File: src/rtl/jpeg_rle_encoder.sv
// Zigzag scanner and (run, level) run-length encoder for one 8x8 quantized block.
// Define RLE_DC_DIFF_EN to emit the DC level as a difference from the previous block's DC.
`timescale 1ns/1ps
module jpeg_rle_encoder (
    input  logic        clk,
    input  logic        reset,
    input  logic [71:0] in_row,
    input  logic        in_valid,
    output logic        in_ready,
    output logic [3:0]  out_run,
    output logic [9:0]  out_level,
    output logic        out_eob,
    output logic        out_last,
    output logic        out_valid,
    input  logic        out_ready
);

    localparam int unsigned CW = 9;
    localparam int unsigned LW = 10;
    localparam int unsigned NCOL = 8;

    typedef enum logic [1:0] {S_LOAD, S_SCAN, S_DONE} state_t;

    // Zigzag position k -> raster index (row*8 + col)
    localparam logic [5:0] ZZ_ROM [64] = '{
        6'd0,  6'd1,  6'd8,  6'd16, 6'd9,  6'd2,  6'd3,  6'd10,
        6'd17, 6'd24, 6'd32, 6'd25, 6'd18, 6'd11, 6'd4,  6'd5,
        6'd12, 6'd19, 6'd26, 6'd33, 6'd40, 6'd48, 6'd41, 6'd34,
        6'd27, 6'd20, 6'd13, 6'd6,  6'd7,  6'd14, 6'd21, 6'd28,
        6'd35, 6'd42, 6'd49, 6'd56, 6'd57, 6'd50, 6'd43, 6'd36,
        6'd29, 6'd22, 6'd15, 6'd23, 6'd30, 6'd37, 6'd44, 6'd51,
        6'd58, 6'd59, 6'd52, 6'd45, 6'd38, 6'd31, 6'd39, 6'd46,
        6'd53, 6'd60, 6'd61, 6'd54, 6'd47, 6'd55, 6'd62, 6'd63
    };

    logic [CW-1:0] r_buf [64];
    state_t        r_state, w_state_n;
    logic [2:0]    r_row, w_row_n;
    logic [5:0]    r_k, w_k_n;
    logic [5:0]    r_z, w_z_n;
    logic          r_in_ready, w_in_ready_n;
    logic [3:0]    r_out_run, w_run_n;
    logic [LW-1:0] r_out_level, w_level_n;
    logic          r_out_eob, w_eob_n;
    logic          r_out_last, w_last_n;
    logic          r_out_valid, w_valid_n;
    logic          w_free;
    logic [CW-1:0] w_coef;
    logic [LW-1:0] w_dc_level;

`ifdef RLE_DC_DIFF_EN
    logic [CW-1:0] r_dc_pred;
    logic          r_out_is_dc, w_is_dc_n;

    assign w_dc_level = LW'({r_buf[0][CW-1], r_buf[0]}) - LW'({r_dc_pred[CW-1], r_dc_pred});
`else
    assign w_dc_level = {r_buf[0][CW-1], r_buf[0]};
`endif

    assign in_ready  = r_in_ready;
    assign out_run   = r_out_run;
    assign out_level = r_out_level;
    assign out_eob   = r_out_eob;
    assign out_last  = r_out_last;
    assign out_valid = r_out_valid;

    assign w_free = !r_out_valid || out_ready;
    assign w_coef = r_buf[ZZ_ROM[r_k]];

    // Block buffer: whole row written per accepted beat, no reset needed
    always_ff @(posedge clk) begin
        if (r_state == S_LOAD && in_valid) begin
            for (int c = 0; c < NCOL; c++) begin
                r_buf[{r_row, 3'(c)}] <= in_row[71 - 9*c -: 9];
            end
        end
    end

    // Next-state, scan step and output-register load
    always_comb begin
        w_state_n = r_state;
        w_row_n   = r_row;
        w_k_n     = r_k;
        w_z_n     = r_z;
        w_run_n   = r_out_run;
        w_level_n = r_out_level;
        w_eob_n   = r_out_eob;
        w_last_n  = r_out_last;
        w_valid_n = r_out_valid && !out_ready;
`ifdef RLE_DC_DIFF_EN
        w_is_dc_n = r_out_is_dc;
`endif
        case (r_state)
            S_LOAD: begin
                if (in_valid) begin
                    w_row_n = 3'(r_row + 3'd1);
                    if (r_row == 3'd7) begin
                        w_k_n     = 6'd0;
                        w_z_n     = 6'd0;
                        w_state_n = S_SCAN;
                    end
                end
            end
            S_SCAN: begin
                if (w_free) begin
                    if (r_k == 6'd0) begin
                        w_valid_n = 1'b1;
                        w_run_n   = 4'd0;
                        w_level_n = w_dc_level;
                        w_eob_n   = 1'b0;
                        w_last_n  = 1'b0;
                        w_k_n     = 6'd1;
`ifdef RLE_DC_DIFF_EN
                        w_is_dc_n = 1'b1;
`endif
                    end else if (w_coef == '0) begin
                        w_z_n = 6'(r_z + 6'd1);
                        w_k_n = 6'(r_k + 6'd1);
                        // Trailing zeros at the final position collapse straight into EOB
                        if (r_k == 6'd63) begin
                            w_valid_n = 1'b1;
                            w_run_n   = 4'd0;
                            w_level_n = '0;
                            w_eob_n   = 1'b1;
                            w_last_n  = 1'b1;
                            w_z_n     = 6'd0;
                            w_state_n = S_DONE;
`ifdef RLE_DC_DIFF_EN
                            w_is_dc_n = 1'b0;
`endif
                        end
                    end else if (r_z >= 6'd16) begin
                        w_valid_n = 1'b1;
                        w_run_n   = 4'd15;
                        w_level_n = '0;
                        w_eob_n   = 1'b0;
                        w_last_n  = 1'b0;
                        w_z_n     = 6'(r_z - 6'd16);
`ifdef RLE_DC_DIFF_EN
                        w_is_dc_n = 1'b0;
`endif
                    end else begin
                        w_valid_n = 1'b1;
                        w_run_n   = r_z[3:0];
                        w_level_n = {w_coef[CW-1], w_coef};
                        w_eob_n   = 1'b0;
                        w_last_n  = (r_k == 6'd63);
                        w_z_n     = 6'd0;
                        w_k_n     = 6'(r_k + 6'd1);
                        if (r_k == 6'd63) begin
                            w_state_n = S_DONE;
                        end
`ifdef RLE_DC_DIFF_EN
                        w_is_dc_n = 1'b0;
`endif
                    end
                end
            end
            S_DONE: begin
                if (r_out_valid && out_ready && r_out_last) begin
                    w_state_n = S_LOAD;
                    w_row_n   = 3'd0;
                end
            end
            default: w_state_n = S_LOAD;
        endcase
        w_in_ready_n = (w_state_n == S_LOAD);
    end

    always_ff @(posedge clk or negedge reset) begin
        if (!reset) begin
            r_state     <= S_LOAD;
            r_row       <= '0;
            r_k         <= '0;
            r_z         <= '0;
            r_in_ready  <= 1'b1;
            r_out_run   <= '0;
            r_out_level <= '0;
            r_out_eob   <= 1'b0;
            r_out_last  <= 1'b0;
            r_out_valid <= 1'b0;
        end else begin
            r_state     <= w_state_n;
            r_row       <= w_row_n;
            r_k         <= w_k_n;
            r_z         <= w_z_n;
            r_in_ready  <= w_in_ready_n;
            r_out_run   <= w_run_n;
            r_out_level <= w_level_n;
            r_out_eob   <= w_eob_n;
            r_out_last  <= w_last_n;
            r_out_valid <= w_valid_n;
        end
    end

`ifdef RLE_DC_DIFF_EN
    // Predictor follows the raw DC once its symbol has been taken downstream
    always_ff @(posedge clk or negedge reset) begin
        if (!reset) begin
            r_dc_pred   <= '0;
            r_out_is_dc <= 1'b0;
        end else begin
            r_out_is_dc <= w_is_dc_n;
            if (r_out_valid && out_ready && r_out_is_dc) begin
                r_dc_pred <= r_buf[0];
            end
        end
    end
`endif

endmodule

File: config.mk
export PLATFORM = sky130hd
export DESIGN_NAME = jpeg_rle_encoder
export DESIGN_NICKNAME = d
export VERILOG_FILES = /design/src/rtl/jpeg_rle_encoder.sv
export SDC_FILE = /design/constraint.sdc
export NUM_CORES = 1
export LEC_CHECK = 0
export ABC_AREA = 1
export BUFFER_PORTS_ARGS = -buffer_cell sky130_fd_sc_hd__buf_2
export CELL_PAD_IN_SITES_DETAIL_PLACEMENT = 1
export CELL_PAD_IN_SITES_GLOBAL_PLACEMENT = 1
export CORE_ASPECT_RATIO = 0.9
export CORE_MARGIN = 2
export CORE_UTILIZATION = 40
export CTS_BUF_LIST = sky130_fd_sc_hd__clkbuf_2
export DETAILED_ROUTE_END_ITERATION = 8
export PLACE_DENSITY_LB_ADDON = 0.1
export SLEW_MARGIN = 15
export SYNTH_ARGS = -nofsm -noshare
export SYNTH_HDL_FRONTEND = slang
export SYNTH_SLANG_ARGS = --single-unit
File: constraint.sdc
create_clock -name clk -period 4.22 [get_ports clk]
set_clock_uncertainty 0.1 [all_clocks]
set_input_delay 0 -clock clk [delete_from_list [all_inputs] [get_ports clk]]
set_output_delay 0 -clock clk [all_outputs]
set_load 0.02 [all_outputs]
==> reports/summary.txt <==
Initial antenna violation count -> 2
Finish-stage setup viols -> 0
Fmax -> 0.252 GHz
Sequential fraction of the synthesis area -> 0.673
Syn avg cell area -> 10.8 sq um
Commonest cells post-synth -> 579 x nand2_1, 576 x edfxtp_1, 480 x nand3_1, 332 x inv_1, 69 x o211ai_1
R2R depth -> 23
Mapped Nets -> 2,586
Filler Cells Inserted -> 7,350
Layout cell share with drive strength beyond 1 -> 0.151
First DRT Iteration DRCs -> 1,345
Hold Crit Start -> in_row[57]
Area grow syn2layout -> 20.8%
Largest net degree at the start of global routing -> 73
Pre-CTS WS -> 0.102 ns
DR WL/cell -> 21.4 microns
Worst Path Required -> 5.27 ns
Fin crit share -> 0.940
Die Span Y -> 250 microns
Initial Util -> 0.403
Synth warn -> 0
Reg-to-reg slack, setup -> 0.25 ns
GPL Wtd Cong -> 0.829
Mapped Cells -> 2,492
Netlist cell types -> 35
CTS max path bufs -> 3
Worst Path Arrival -> 5.02 ns
TritonCTS clock tree -> built
# clock sinks -> 610
Ys flop type -> edfxtp_1
Headroom to the max-slew limit -> 0.290
Htree depth -> 4
Final Hold Fails -> 0
Total negative slack -> 0 ns
Global route overflow -> 0
Total power -> 18.6 mW
Port buffer count -> 93
CTS root buf -> clkbuf_2
Number of max-cap violations -> 0
Setup slack after layout -> 0.253 ns
Count leader, synth -> nand2_1
Leakage Power -> 13.3 nW
Final ANT Viol Nets -> 0
Worst slew pin tran -> 1.05 ns
Power density cells -> 571 mW/mm^2
DR DRC count -> 0
Asr flop ratio synth -> 0.0557
Vias in the first global route -> 21,500
Worst hold stages -> 3
Synth area leaders -> edfxtp_1 64%, nand3_1 8.9%, nand2_1 8.1%
Min Clock Period, post-route -> 3.97 ns
Critical R2R Capture -> out_valid
All-Layer GR Usage -> 0.238
Yosys top cell area share -> 0.642
Yosys top cell by area -> edfxtp_1
DR pass1 iterations -> 4
Width of the die -> 278 microns
Worst vdd ir -> 0.000299 V
Die area -> 0.0695 sq mm
CTS buffer count -> 164
Post-Syn Area -> 0.0270 sq mm
First-pass GRT wire length -> 126,000 microns
Hold Worst Slack -> 0.194 ns
Clock Latency Late Sink -> 1.33 ns
Vias after detailed routing -> 20,200
Reg2Reg Launch Point -> r_k[3]
I/O pin count -> 94
Number of synthesized flops with an enable pin -> 576
Startpoint types -> flip-flop
Num rows -> 90
Final slew viol count -> 0
Clock-pin slew on the worst setup and hold paths -> 0.10 ns
Final #Nets -> 3,005
Number of vias per cell -> 5.20
Synthesis-stage register bit count -> 610
Final WL -> 83,100 microns
Hold path endpoint -> r_buf[57][3]
Crit end category -> flip-flop
CORE AREA -> 0.0669 sq mm
Status -> completed
Type of the worst min-delay path -> in -> reg
Placed wire-length estimate -> 46,900 microns
Critical path class -> reg -> reg
Crit path max fanout -> 25
==> routing by layer <==
layer,track usage,vias up,share of wire
met4,0.0899,2,0.022
met3,0.0456,117,0.050
met1,0.314,10200,0.45
li1,-,9420,-
met5,0,-,0.00013
met2,0.391,500,0.48
==> report_power, final <==
part | switching [mW] | total [mW] | internal [mW]
combinational | 4.85 | 7.16 | 2.31
sequential | 0.133 | 7.21 | 7.08
clock | 2.47 | 4.24 | 1.77
==> logic make-up (layout without fill, tap and decap cells) <==
family          after synthesis  count (layout)  share of synthesized area
compound gates              200             200                     0.0442
xor+xnor                      5               5                    0.00162
fa+ha+maj                    18              18                    0.00835
buf+inv                     480             999                     0.0775
flops                       610             610                      0.673
other cells                   0               1                          0
simple gates               1179            1180                      0.195
==> worst max path at each step <==
| stage | endpoint | cells past startpoint | from |
|---|---|---|---|
| 6_report | out_valid | 23 | r_k[3] |
| 5_1_grt | r_k[1] | 27 | r_k[0] |
| 4_1_cts | r_k[2] | 25 | r_k[0] |
| 3_5_place_dp | r_k[3] | 25 | r_k[0] |
| 3_3_place_gp | r_k[0] | 25 | r_k[0] |
| 2_1_floorplan | r_buf[0][0] | 5 | r_state[1] |
==> sequential cells by signal, summed over array words and instances, names as in the netlist <==
signal,count
r_buf,576
out_eob,1
out_last,1
out_valid,1
out_level,9
r_z,6
r_row,3
out_run,4
r_state,2
r_k,6
in_ready,1
==> worst max-delay path, cell delays in order (launching register included) <==
cell,delay [ns]
dfrtp_1,0.40
buf_4,0.26
nand2_1,0.20
inv_2,0.14
nand3_2,0.09
nand3_1,0.11
nand2_2,0.17
nand2_8,0.21
buf_4,0.20
buf_12,0.18
nand2_1,0.07
nand3_1,0.10
nand3_1,0.15
nand3_1,0.11
nand3_1,0.07
nand3_1,0.07
nand2_1,0.10
nor2_2,0.17
nand2_1,0.18
nor2_4,0.19
nand4_4,0.19
buf_4,0.23
nand2_1,0.06
o21ai_0,0.08
==> what timing repair did <==
action	CTS	global route
gates resized for setup	0	14
hold buffers	212	0
endpoints found under the setup margin	0	31
endpoints found under the hold margin	1220	0
setup buffers	0	5
==> through the flow <==
step / cells / util / area (sq um)
floorplan: 2492 / - / 27000
global placement: 3396 / 0.430 / 28700
detailed placement: 3396 / 0.430 / 28700
CTS: 3875 / 0.483 / 32300
global route: 3887 / 0.487 / 32600
finish: 3887 / 0.487 / 32600
==> layout by cell type, fill, tap and decap left out, types with 6 or more instances in the layout <==
cell type      Yosys  layout
inv_2              8      15
or2_0              7       7
nand2_1          579     574
clkbuf_2           0     221
o211ai_1          69      69
clkinv_1           5      33
or2_1              6       6
a21oi_1           39      39
buf_2             59      93
edfxtp_1         576     576
buf_12             0      27
nand3_1          480     480
ha_1              18      18
nor2_4             2      10
buf_4             11      47
o21ai_1           18      18
inv_1            332     331
nand3b_1          31      31
dlygate4sd3_1      0     211
nand2_4            2       6
nor2_1            57      47
bufinv_16          0       6
dfrtp_1           33      32
o21ai_0           68      68
==> final cells by class <==
class	instances	area, sq um	share of cell area
diodes	1	2.50	0.0000768
clock buffers	221	1110	0.0340
clock inverters	46	348	0.0107
inverters	345	1290	0.0398
multi-input cells	1403	6870	0.211
flip-flops and latches	610	18100	0.557
well taps	874	1090	0.0336
repair buffers	387	3710	0.114
Note: power is estimated with default switching activity, not from simulation.
